## config.mk

```make
export PLATFORM = sky130hd
export DESIGN_NAME = ubtb_sa
export DESIGN_NICKNAME = d
export VERILOG_FILES = /design/src/rtl/bpu_pkg.sv /design/src/rtl/ubtb_way_sel.sv /design/src/rtl/ubtb_sa.sv
export SDC_FILE = /design/constraint.sdc
export NUM_CORES = 2
export LEC_CHECK = 0
export CAP_MARGIN = 5
export CORE_MARGIN = 3
export CORE_UTILIZATION = 35
export DETAILED_ROUTE_END_ITERATION = 7
export HOLD_SLACK_MARGIN = 0.05
export SETUP_SLACK_MARGIN = 0.05
export SYNTH_ARGS = -nofsm -noshare
export SYNTH_HDL_FRONTEND = slang
export SYNTH_SLANG_ARGS = --single-unit
export TNS_END_PERCENT = 1
```

## constraint.sdc

```tcl
create_clock -name i_clk -period 7.47 [get_ports i_clk]
set_clock_uncertainty 0.1 [all_clocks]
set_input_delay 0.747 -clock i_clk [delete_from_list [all_inputs] [get_ports i_clk]]
set_output_delay 0.747 -clock i_clk [all_outputs]
set_load 0.05 [all_outputs]
```

## src/rtl/bpu_pkg.sv

```systemverilog
// rtl/bpu_pkg.sv - shared micro-BTB entry type, counter encodings and tag fold
package bpu_pkg;

  // Field widths of the stored entry; wide enough for any supported configuration.
  localparam int TAG_MAX  = 32;
  localparam int SLOT_MAX = 8;
  localparam int XLEN_MAX = 64;

  // 2-bit saturating direction counter encodings; ctr[1] is the taken prediction.
  localparam logic [1:0] CTR_SNT = 2'b00;
  localparam logic [1:0] CTR_WNT = 2'b01;
  localparam logic [1:0] CTR_WT  = 2'b10;
  localparam logic [1:0] CTR_ST  = 2'b11;

  typedef struct packed {
    logic                valid;
    logic [TAG_MAX-1:0]  tag;
    logic [SLOT_MAX-1:0] slot;
    logic [XLEN_MAX-1:0] target;
    logic [1:0]          ctr;
  } ubtb_entry_t;

  // XOR-fold the bits above the index down to tag_len bits; bit i lands on i mod tag_len.
  function automatic logic [TAG_MAX-1:0] fold_tag(input logic [XLEN_MAX-1:0] hi,
                                                  input int tag_len);
    logic [TAG_MAX-1:0] r;
    r = '0;
    for (int i = 0; i < XLEN_MAX; i++) begin
      r[5'(i % tag_len)] = r[5'(i % tag_len)] ^ hi[i];
    end
    return r;
  endfunction

  // Saturating counter step toward the resolved direction.
  function automatic logic [1:0] ctr_next(input logic [1:0] ctr, input logic taken);
    if (taken) return (ctr == CTR_ST)  ? CTR_ST  : ctr + 2'b01;
    else       return (ctr == CTR_SNT) ? CTR_SNT : ctr - 2'b01;
  endfunction

endpackage

```

## src/rtl/ubtb_way_sel.sv

```systemverilog
// rtl/ubtb_way_sel.sv - allocation victim choice: lowest invalid way, else round-robin pointer
module ubtb_way_sel #(
  parameter int WAYS  = 4,
  parameter int WAY_W = $clog2(WAYS)
) (
  input  logic [WAYS-1:0]  i_valid,
  input  logic [WAY_W-1:0] i_rr_ptr,
  output logic [WAY_W-1:0] o_way,
  output logic             o_full
);

  logic [WAY_W-1:0] w_way;

  // Scan from the top down so the lowest-numbered invalid way wins.
  always_comb begin
    w_way = i_rr_ptr;
    for (int w = WAYS - 1; w >= 0; w--) begin
      if (!i_valid[w]) w_way = WAY_W'(w);
    end
  end

  assign o_way  = w_way;
  assign o_full = &i_valid;

endmodule

```

## src/rtl/ubtb_sa.sv

```systemverilog
// rtl/ubtb_sa.sv - set-associative micro-BTB with 1-cycle lookup and in-place update
module ubtb_sa
  import bpu_pkg::*;
#(
  parameter int MXLEN   = 32,
  parameter int SETS    = 16,
  parameter int WAYS    = 4,
  parameter int FETCH_W = 2,
  parameter int TAG_LEN = 10
) (
  input  logic                       i_clk,
  input  logic                       i_rstn,
  input  logic                       i_lkp_valid,
  input  logic [MXLEN-1:0]           i_lkp_pc,
  output logic                       o_pred_valid,
  output logic                       o_pred_hit,
  output logic                       o_pred_taken,
  output logic [$clog2(FETCH_W)-1:0] o_pred_slot,
  output logic [MXLEN-1:0]           o_pred_target,
  input  logic                       i_upd_valid,
  input  logic [MXLEN-1:0]           i_upd_pc,
  input  logic                       i_upd_taken,
  input  logic [MXLEN-1:0]           i_upd_target,
  input  logic                       i_flush
);

  localparam int SLOT_W = $clog2(FETCH_W);
  localparam int IDX_W  = $clog2(SETS);
  localparam int WAY_W  = $clog2(WAYS);
  localparam int TAG_SH = 2 + SLOT_W + IDX_W;

  ubtb_entry_t      r_tab [SETS][WAYS];
  logic [WAY_W-1:0] r_rr  [SETS];

  logic                r_pred_valid, r_pred_hit, r_pred_taken;
  logic [SLOT_W-1:0]   r_pred_slot;
  logic [MXLEN-1:0]    r_pred_target;

  // Address split for lookup and update.
  logic [SLOT_W-1:0]  w_l_slot, w_u_slot;
  logic [IDX_W-1:0]   w_l_idx,  w_u_idx;
  logic [TAG_MAX-1:0] w_l_tag,  w_u_tag;

  assign w_l_slot = i_lkp_pc[2 +: SLOT_W];
  assign w_l_idx  = i_lkp_pc[2 + SLOT_W +: IDX_W];
  assign w_l_tag  = fold_tag(XLEN_MAX'(i_lkp_pc) >> TAG_SH, TAG_LEN);
  assign w_u_slot = i_upd_pc[2 +: SLOT_W];
  assign w_u_idx  = i_upd_pc[2 + SLOT_W +: IDX_W];
  assign w_u_tag  = fold_tag(XLEN_MAX'(i_upd_pc) >> TAG_SH, TAG_LEN);

  // Lookup qualification: valid, same tag in the indexed set, branch at or after fetch slot.
  logic [WAYS-1:0] w_l_qual;
  always_comb begin
    w_l_qual = '0;
    for (int w = 0; w < WAYS; w++) begin
      w_l_qual[w] = r_tab[w_l_idx][w].valid && (r_tab[w_l_idx][w].tag == w_l_tag) &&
                    (r_tab[w_l_idx][w].slot >= SLOT_MAX'(w_l_slot));
    end
  end

  // Among qualifying taken-predicting entries pick the earliest slot in the group.
  logic                w_l_hit, w_l_taken;
  logic [SLOT_MAX-1:0] w_l_best_slot;
  logic [XLEN_MAX-1:0] w_l_best_tgt;
  always_comb begin
    w_l_hit       = |w_l_qual;
    w_l_taken     = 1'b0;
    w_l_best_slot = '0;
    w_l_best_tgt  = '0;
    for (int w = 0; w < WAYS; w++) begin
      if (w_l_qual[w] && r_tab[w_l_idx][w].ctr[1] &&
          (!w_l_taken || (r_tab[w_l_idx][w].slot < w_l_best_slot))) begin
        w_l_taken     = 1'b1;
        w_l_best_slot = r_tab[w_l_idx][w].slot;
        w_l_best_tgt  = r_tab[w_l_idx][w].target;
      end
    end
  end

  // Update match search; duplicates are never created, so at most one way matches.
  logic [WAYS-1:0]  w_u_valid_vec;
  logic             w_u_hit;
  logic [WAY_W-1:0] w_u_mway;
  always_comb begin
    w_u_valid_vec = '0;
    w_u_hit       = 1'b0;
    w_u_mway      = '0;
    for (int w = WAYS - 1; w >= 0; w--) begin
      w_u_valid_vec[w] = r_tab[w_u_idx][w].valid;
      if (r_tab[w_u_idx][w].valid && (r_tab[w_u_idx][w].tag == w_u_tag) &&
          (r_tab[w_u_idx][w].slot == SLOT_MAX'(w_u_slot))) begin
        w_u_hit  = 1'b1;
        w_u_mway = WAY_W'(w);
      end
    end
  end

  logic [WAY_W-1:0] w_vway;
  logic             w_full;

  ubtb_way_sel #(.WAYS(WAYS), .WAY_W(WAY_W)) u_way_sel (
    .i_valid  (w_u_valid_vec),
    .i_rr_ptr (r_rr[w_u_idx]),
    .o_way    (w_vway),
    .o_full   (w_full)
  );

  // Table write: flush beats update; matches train in place, taken misses allocate.
  always_ff @(posedge i_clk or negedge i_rstn) begin
    if (!i_rstn) begin
      for (int s = 0; s < SETS; s++) begin
        r_rr[s] <= '0;
        for (int w = 0; w < WAYS; w++) begin
          r_tab[s][w].valid <= 1'b0;
          r_tab[s][w].ctr   <= CTR_SNT;
        end
      end
    end else if (i_flush) begin
      for (int s = 0; s < SETS; s++) begin
        r_rr[s] <= '0;
        for (int w = 0; w < WAYS; w++) r_tab[s][w].valid <= 1'b0;
      end
    end else if (i_upd_valid) begin
      if (w_u_hit) begin
        r_tab[w_u_idx][w_u_mway].ctr <= ctr_next(r_tab[w_u_idx][w_u_mway].ctr, i_upd_taken);
        if (i_upd_taken) r_tab[w_u_idx][w_u_mway].target <= XLEN_MAX'(i_upd_target);
      end else if (i_upd_taken) begin
        r_tab[w_u_idx][w_vway] <= '{valid: 1'b1, tag: w_u_tag, slot: SLOT_MAX'(w_u_slot),
                                    target: XLEN_MAX'(i_upd_target), ctr: CTR_WT};
        if (w_full) r_rr[w_u_idx] <= r_rr[w_u_idx] + WAY_W'(1);
      end
    end
  end

  // Registered prediction outputs, all zero unless a lookup was presented.
  always_ff @(posedge i_clk or negedge i_rstn) begin
    if (!i_rstn) begin
      r_pred_valid  <= 1'b0;
      r_pred_hit    <= 1'b0;
      r_pred_taken  <= 1'b0;
      r_pred_slot   <= '0;
      r_pred_target <= '0;
    end else begin
      r_pred_valid  <= i_lkp_valid;
      r_pred_hit    <= i_lkp_valid && w_l_hit;
      r_pred_taken  <= i_lkp_valid && w_l_taken;
      r_pred_slot   <= (i_lkp_valid && w_l_taken) ? w_l_best_slot[SLOT_W-1:0] : '0;
      r_pred_target <= (i_lkp_valid && w_l_taken) ? w_l_best_tgt[MXLEN-1:0]   : '0;
    end
  end

  assign o_pred_valid  = r_pred_valid;
  assign o_pred_hit    = r_pred_hit;
  assign o_pred_taken  = r_pred_taken;
  assign o_pred_slot   = r_pred_slot;
  assign o_pred_target = r_pred_target;

endmodule

```

==> flow_metrics.py <==
metrics = {
    "floorplan": {
        "rows": 232,
        "core_sq_um": 401000,
        "die_y_microns": 642,
        "die_area_sq_um": 412000,
        "io_pins": 138,
        "initial_core_util": 0.353,
        "fp.dieW_microns": 642,
    },
    "clock_network": {
        "htree_levels": 5,
        "cts_setup_buffers": 0,
        "cts.sinks": 3012,
        "worstSkewPairLatency_ns": 0.94,
        "ctsRootBufferMaster": "clkbuf_16",
        "clkTransAtPathRegs_ns": 0.06,
        "cts_tree": "done",
        "clk_path_buf_depth": 4,
        "cts_buffers": 322,
    },
    "logic_synthesis": {
        "syn_area_sq_um": 141000,
        "yosysUniqueCellTypes": 96,
        "synth_edf_count": 2752,
        "yosys_warnings": 0,
        "ys_ff_latch": 3012,
        "syn_inst": 8795,
        "syn_nets": 8897,
        "ys.flop_type": "edfxtp_1",
        "yosysSeqAreaShare": 0.630,
        "async_flop_share": 0.0863,
        "syn_area_per_cell_sq_um": 16.1,
    },
    "finish": {
        "mostFrequentLayoutCells": "edfxtp_1, and2_1, mux4_2",
        "layout_commonest_cell": "edfxtp_1",
        "design_area_sq_um": 161000,
        "multi_input_area_sq_um": 49200,
        "nets": 8925,
        "fillerInstances": 36000,
        "syn_to_final_growth_pct": 13.6,
        "drive_gt1_frac": 0.248,
        "final-seq-area_sq_um": 89100,
    },
    "global_routing": {
        "antenna_found_initial": 21,
        "grt_usage": 0.209,
        "grt_start_max_net_pins": 134,
        "grt_pass1_vias": 84300,
        "grt_pass1_wl_microns": 617000,
        "grt-ovfl-total": 0,
    },
    "placement": {
        "dpl_cell_area_sq_um": 150000,
        "port_buffers": 133,
        "hpwlAfterDp_microns": 251000,
        "gp_congestion": 0.895,
    },
    "route": {
        "wl_per_cell_microns": 30.2,
        "drtAntennaViolNets": 0,
        "vias": 81800,
        "drtIter0Drc": 10100,
        "drc": 0,
        "first_pass_iters": 6,
        "totalWireLength_microns": 437000,
        "vias_per_cell": 5.65,
    },
    "timing": {
        "fmax_mhz": 174,
        "tns_ns": 0,
        "hold_viol": 0,
        "maxSlewViolCount": 0,
        "rsz0062_at_grt": "no",
        "period_needed_ns": 5.76,
        "finalSetupViolCount": 0,
        "worstMarginPinSlew_ns": 1.31,
        "min_period_over_period": 0.771,
        "slew_headroom": 0.125,
    },
    "run": {
        "drv_cap": 0,
    },
    "power_and_ir_drop": {
        "p_per_area_nw_per_um2": 227,
        "leakage_nw": 48.3,
        "ir_worst_vdd_uv": 201,
    },
    "hold_path": {
        "min_path_type": "in -> async",
    },
    "critical_path": {
        "cp-end-kind": "flip-flop",
        "startpoint_type": "input pin",
        "required_ns": 7.94,
        "crit_fanout": 60,
        "cp.arrival_ns": 6.23,
        "crit_type": "in -> reg",
    },
    "status": {
        "status": "complete, no violations",
    },
}
==> Yosys cell counts, types with 4 or more instances <==
master	instances	share of area
a31oi_1	38	0.0017
o22ai_1	99	0.0044
a22oi_1	43	0.0023
o221ai_1	4	0.00025
nand4_1	12	0.00053
or2_1	5	0.00022
o21ai_1	42	0.0015
and2_1	2091	0.093
or2_2	6	0.00027
edfxtp_1	2752	0.58
nor4_1	12	0.00053
nor2_1	258	0.0068
nor3_1	49	0.0017
nor2_4	9	0.00072
clkbuf_1	507	0.013
and3_1	11	0.00049
dfrtp_1	260	0.046
xnor2_1	89	0.0055
inv_1	91	0.0024
o21a_1	4	0.00021
a21oi_1	153	0.0054
buf_2	209	0.0074
nand2_1	170	0.0045
buf_6	25	0.0020
or3_1	8	0.00035
mux2_2	66	0.0053
xor2_1	35	0.0022
mux2i_1	220	0.016
a2bb2oi_1	27	0.0017
a22o_1	12	0.00074
o22a_1	9	0.00056
o2111ai_1	7	0.00043
nand2b_1	14	0.00062
buf_1	53	0.0014
o211ai_1	4	0.00021
nand3_1	37	0.0013
nor2_2	23	0.0010
o21ai_0	98	0.0035
a2111oi_0	4	0.00025
buf_4	43	0.0023
mux4_2	1059	0.17
a221oi_1	11	0.00068
nor2b_1	24	0.0011
a32oi_1	4	0.00025
a211oi_1	18	0.00096
==> path summary, 6_finish.rpt <==
kind | slack (ns) | to | from | cells past startpoint
worst min register to register | 0.41 | r_tab[5243] | r_tab[5243] | 2
worst min-delay path | 0.24 | r_tab[3316] | i_rstn | 2
max in group asynchronous | 4.17 | r_tab[5457] | i_rstn | 5
worst max register to register | 2.05 | r_tab[2685] | r_tab[189] | 15
worst max-delay path | 1.71 | r_tab[2685] | i_upd_pc[6] | 15
min in group i_clk | 0.38 | r_tab[2206] | i_upd_pc[2] | 1
==> timing repair <==
action,4_1_cts,5_1_grt
gates resized for setup,0,0
hold buffers,1,0
hold endpoints to repair,53,0
==> where the power goes <==
part / leakage [nW] / switching (mW) / internal, mW
clock network: 5.05 / 6.85 / 9.08
registers: 24.5 / 0.0201 / 18.3
logic: 18.7 / 1.42 / 0.733
total: 48.3 / 8.29 / 28.2
==> worst max-delay path, stage by stage <==
cell	delay (ns)
clkbuf_8	0.36
nor2_1	1.11
a221oi_1	0.43
buf_4	0.28
a2111oi_1	0.56
nand4bb_1	0.18
buf_4	0.21
o211ai_2	0.19
o31ai_2	0.09
or2_1	0.42
buf_4	0.33
or2_1	0.24
buf_4	0.23
nor2_4	0.12
buf_4	0.52
==> state kept, by name, indices dropped and copies added (netlist names) <==
name,count
o_pred_taken,1
r_rr,32
o_pred_valid,1
o_pred_slot,1
o_pred_hit,1
o_pred_target,32
r_tab,2944
==> per-stage QoR <==
stage	util	setup slack [ns]	power (mW)	hold slack, ns	instances
6_report	0.401	1.71	36.4	0.239	14500
5_1_grt	0.401	1.63	37.4	0.233	14500
4_1_cts	0.401	1.99	36.7	0.189	14500
3_5_place_dp	0.375	0.971	20.9	0.397	13900
3_3_place_gp	0.375	1.04	20.8	0.388	13900
2_1_floorplan	-	0.412	20.0	0.351	8795
==> area by class of cell <==
cell class	instances	share of cell area
diodes	13	0.000203
flip-flops and latches	3012	0.555
multi-input cells	4848	0.307
repair buffers	543	0.0297
inverters	96	0.00229
clock buffers	395	0.0530
well taps	5382	0.0419
clock inverters	188	0.0113
==> cells by family after synthesis <==
family                     synth area share
xor gates and xnor gates            0.00807
AOI/OAI and AO/OA                    0.0288
DFF                                   0.630
muxes                                 0.189
adders and majority gates         0.0000796
buffers and inverters                0.0293
and+or+nand+nor                       0.114
==> metal layers <==
layer / track usage / wire (microns) / part of all wire / up-vias
met5: 0 / 75 / 0.00017 / -
met4: 0.0933 / 21900 / 0.050 / 8
met3: 0.0432 / 40300 / 0.092 / 980
met2: 0.345 / 211000 / 0.48 / 4233
met1: 0.265 / 164000 / 0.37 / 43100
li1: - / - / - / 33500
Power figures use the tool's default switching activity.
==> patch: new RTL, same settings <==
Register the input `i_upd_target` before use, cleared by the reset. The logic sees it one clock later. The other inputs are not delayed to match.
--- a/src/rtl/ubtb_sa.sv
+++ b/src/rtl/ubtb_sa.sv
@@ -29,4 +29,14 @@
   localparam int WAY_W  = $clog2(WAYS);
   localparam int TAG_SH = 2 + SLOT_W + IDX_W;
+
+  logic [MXLEN-1:0] i_upd_target_q;
+
+  always_ff @(posedge i_clk or negedge i_rstn) begin
+    if (!i_rstn) begin
+      i_upd_target_q <= '0;
+    end else begin
+      i_upd_target_q <= i_upd_target;
+    end
+  end
 
   ubtb_entry_t      r_tab [SETS][WAYS];
@@ -124,8 +134,8 @@
       if (w_u_hit) begin
         r_tab[w_u_idx][w_u_mway].ctr <= ctr_next(r_tab[w_u_idx][w_u_mway].ctr, i_upd_taken);
-        if (i_upd_taken) r_tab[w_u_idx][w_u_mway].target <= XLEN_MAX'(i_upd_target);
+        if (i_upd_taken) r_tab[w_u_idx][w_u_mway].target <= XLEN_MAX'(i_upd_target_q);
       end else if (i_upd_taken) begin
         r_tab[w_u_idx][w_vway] <= '{valid: 1'b1, tag: w_u_tag, slot: SLOT_MAX'(w_u_slot),
-                                    target: XLEN_MAX'(i_upd_target), ctr: CTR_WT};
+                                    target: XLEN_MAX'(i_upd_target_q), ctr: CTR_WT};
         if (w_full) r_rr[w_u_idx] <= r_rr[w_u_idx] + WAY_W'(1);
       end
Check against the original RTL: not settled (the Yosys comparison gave no result); the edit may change what the design does.
==> patch against the original RTL <==
- first-iteration DRC count decreased by 1.6%
- synthesized cell count about the same
- largest power group unchanged
- wire length increased by 0.39%
- area after synthesis about the same
- design area decreased by 0.24%
- count of clock-buffer cells in the layout increased by 25
- cell count about the same
- worst setup slack got worse by 0.17 ns
- critical endpoint is now r_tab[3880]
- highest routed layer unchanged
- sequential cell count increased by 32
- global-route usage increased by 0.065 points
- maximum frequency decreased by 2.8%
- power increased by 0.23%
==> patch: results (changes against the original RTL) <==
Placement
  • HPWL after DPL: 254000 um (+1.2%)
  • Dpl ws: 0.714 ns (-0.258 ns)
  • Gpl congestion: 0.840 (-6.2%)

Synthesis
  • Ranking of synthesized cells by area: edfxtp_1, mux4_2, and2_1, dfrtp_1, clkbuf_1
  • Sequential area share after synthesis: 63.6% (+0.59 points)
  • Ys async rst share: 9.59% (+0.96 points)
  • Syn_area_per_cell: 16.1 sq um (-0.12%)
  • Top post-synthesis cells by count: edfxtp_1, and2_1, mux4_2
  • Cell variety after synth: 89 (-7.3%)

GRT
  • First-pass GRT wire length: 620000 um (+0.38%)
  • Vias in the first global route: 83800 (-0.50%)
  • Largest net degree at the start of global routing: 116 (-13%)
  • GRT Resource Usage Total: 21.0% (+0.065 points)
  • Antenna violations before repair: 24 (+14%)

Power
  • LEAKAGE: 51.3 nW (+6.3%)
  • Maximum VDD drop: 197 uV (-1.9%)
  • P_sw: 8.14 mW (-1.8%)

Route
  • Drt wl/cell: 30.3 um (+0.44%)
  • Post-Route WL: 438000 um (+0.39%)
  • Drt initial violations: 9933 (-1.6%)
  • Via density: 5.64 (-0.22%)
  • Router iterations before antenna repair: 8 (+2)

STA
  • Rel. slew slack: 19.0% (+6.5 points)

Final layout
  • Fillers: 36300 (+0.74%)
  • Final nets: 8929 (+0.045%)
  • Layout cells sized above 1: 24.2% (-0.68 points)

Worst setup path
  • Critical Path AT: 6.33 ns (+0.10 ns)
  • Crit path max fanout: 45 (-25%)

Run status
  • Outcome: complete, no violations

Min path
  • HP Class: in -> reg

CTS
  • Worst-Skew Late Latency: 0.88 ns (-0.06 ns)
[patch: stage by stage]
step	instance area [sq um]	hold slack, ns	total power [mW]
after floorplan	141000	0.351	20.2
after global placement	150000	0.383	21.0
after detailed placement	150000	0.398	21.0
after CTS	160000	0.124	36.8
after global routing	160000	0.158	37.5
final	160000	0.184	36.5
[patch: layout make-up]
| class | count | area share, % |
|---|---|---|
| sequential | 3044 | 56.2 |
| clock buffer | 420 | 5.45 |
| tap | 5382 | 4.20 |
| antenna | 13 | 0.0203 |
| inverter | 166 | 0.389 |
| multi-input combinational | 4750 | 29.8 |
| clock inverter | 152 | 0.900 |
| timing repair buffer | 543 | 3.03 |
[patch: per-layer routing]
metal  vias to the layer above  wire length (um)  share of wire (%)  track usage [%]
li1                      33400                 -                  -                -
met1                     43300            172000                 39             27.8
met2                      4041            209000                 48             34.1
met3                       831             37600                8.6             3.77
met4                         4             19800                4.5             8.50
met5                         -                34             0.0078                0
[patch: logic make-up after synthesis]
logic type	after synthesis	synth area share, %
flip-flops	3044	63.6
AND/OR/NAND/NOR	2615	10.9
multiplexers	1301	18.4
buffers and inverters	1009	3.09
AO/OA/AOI/OAI	708	3.17
XOR/XNOR	125	0.774
adder cells (fa/ha/maj)	1	0.00796
[patch: worst max-delay path, cell delays in order]
cell and delay (ns):
clkbuf_8 0.47, buf_4 0.44, mux4_2 0.57, a22o_1 0.25
a221oi_1 0.66, a31o_1 0.19, a2111oi_1 0.06, nand3_1 0.36
or2_2 0.24, nand3_1 0.26, or2_1 0.59, or2_2 0.66
nor2_4 0.15, buf_4 0.54
[patch: power groups by stage]
stage | combinational, mW | sequential, mW | clock, mW
2_1_floorplan | 1.28 | 18.9 | 0
3_3_place_gp | 2.10 | 18.9 | 0
3_5_place_dp | 2.13 | 18.9 | 0
4_1_cts | 2.13 | 18.5 | 16.1
5_1_grt | 2.24 | 18.5 | 16.8
6_report | 2.13 | 18.5 | 15.9
[patch: final timing paths]
kind / from / to / slack [ns] / depth (start not counted)
hold reg to reg: r_tab[6206] / r_tab[6206] / 0.41 / 2
max in group asynchronous: i_rstn / i_upd_target_q[31] / 4.93 / 4
setup / recovery: i_upd_pc[3] / r_tab[3880] / 1.54 / 14
hold / removal: i_upd_target[31] / i_upd_target_q[31] / 0.18 / 1
setup reg to reg: r_tab[5539] / o_pred_target[5] / 2.00 / 11
min in group asynchronous: i_rstn / i_upd_target_q[3] / 0.21 / 2
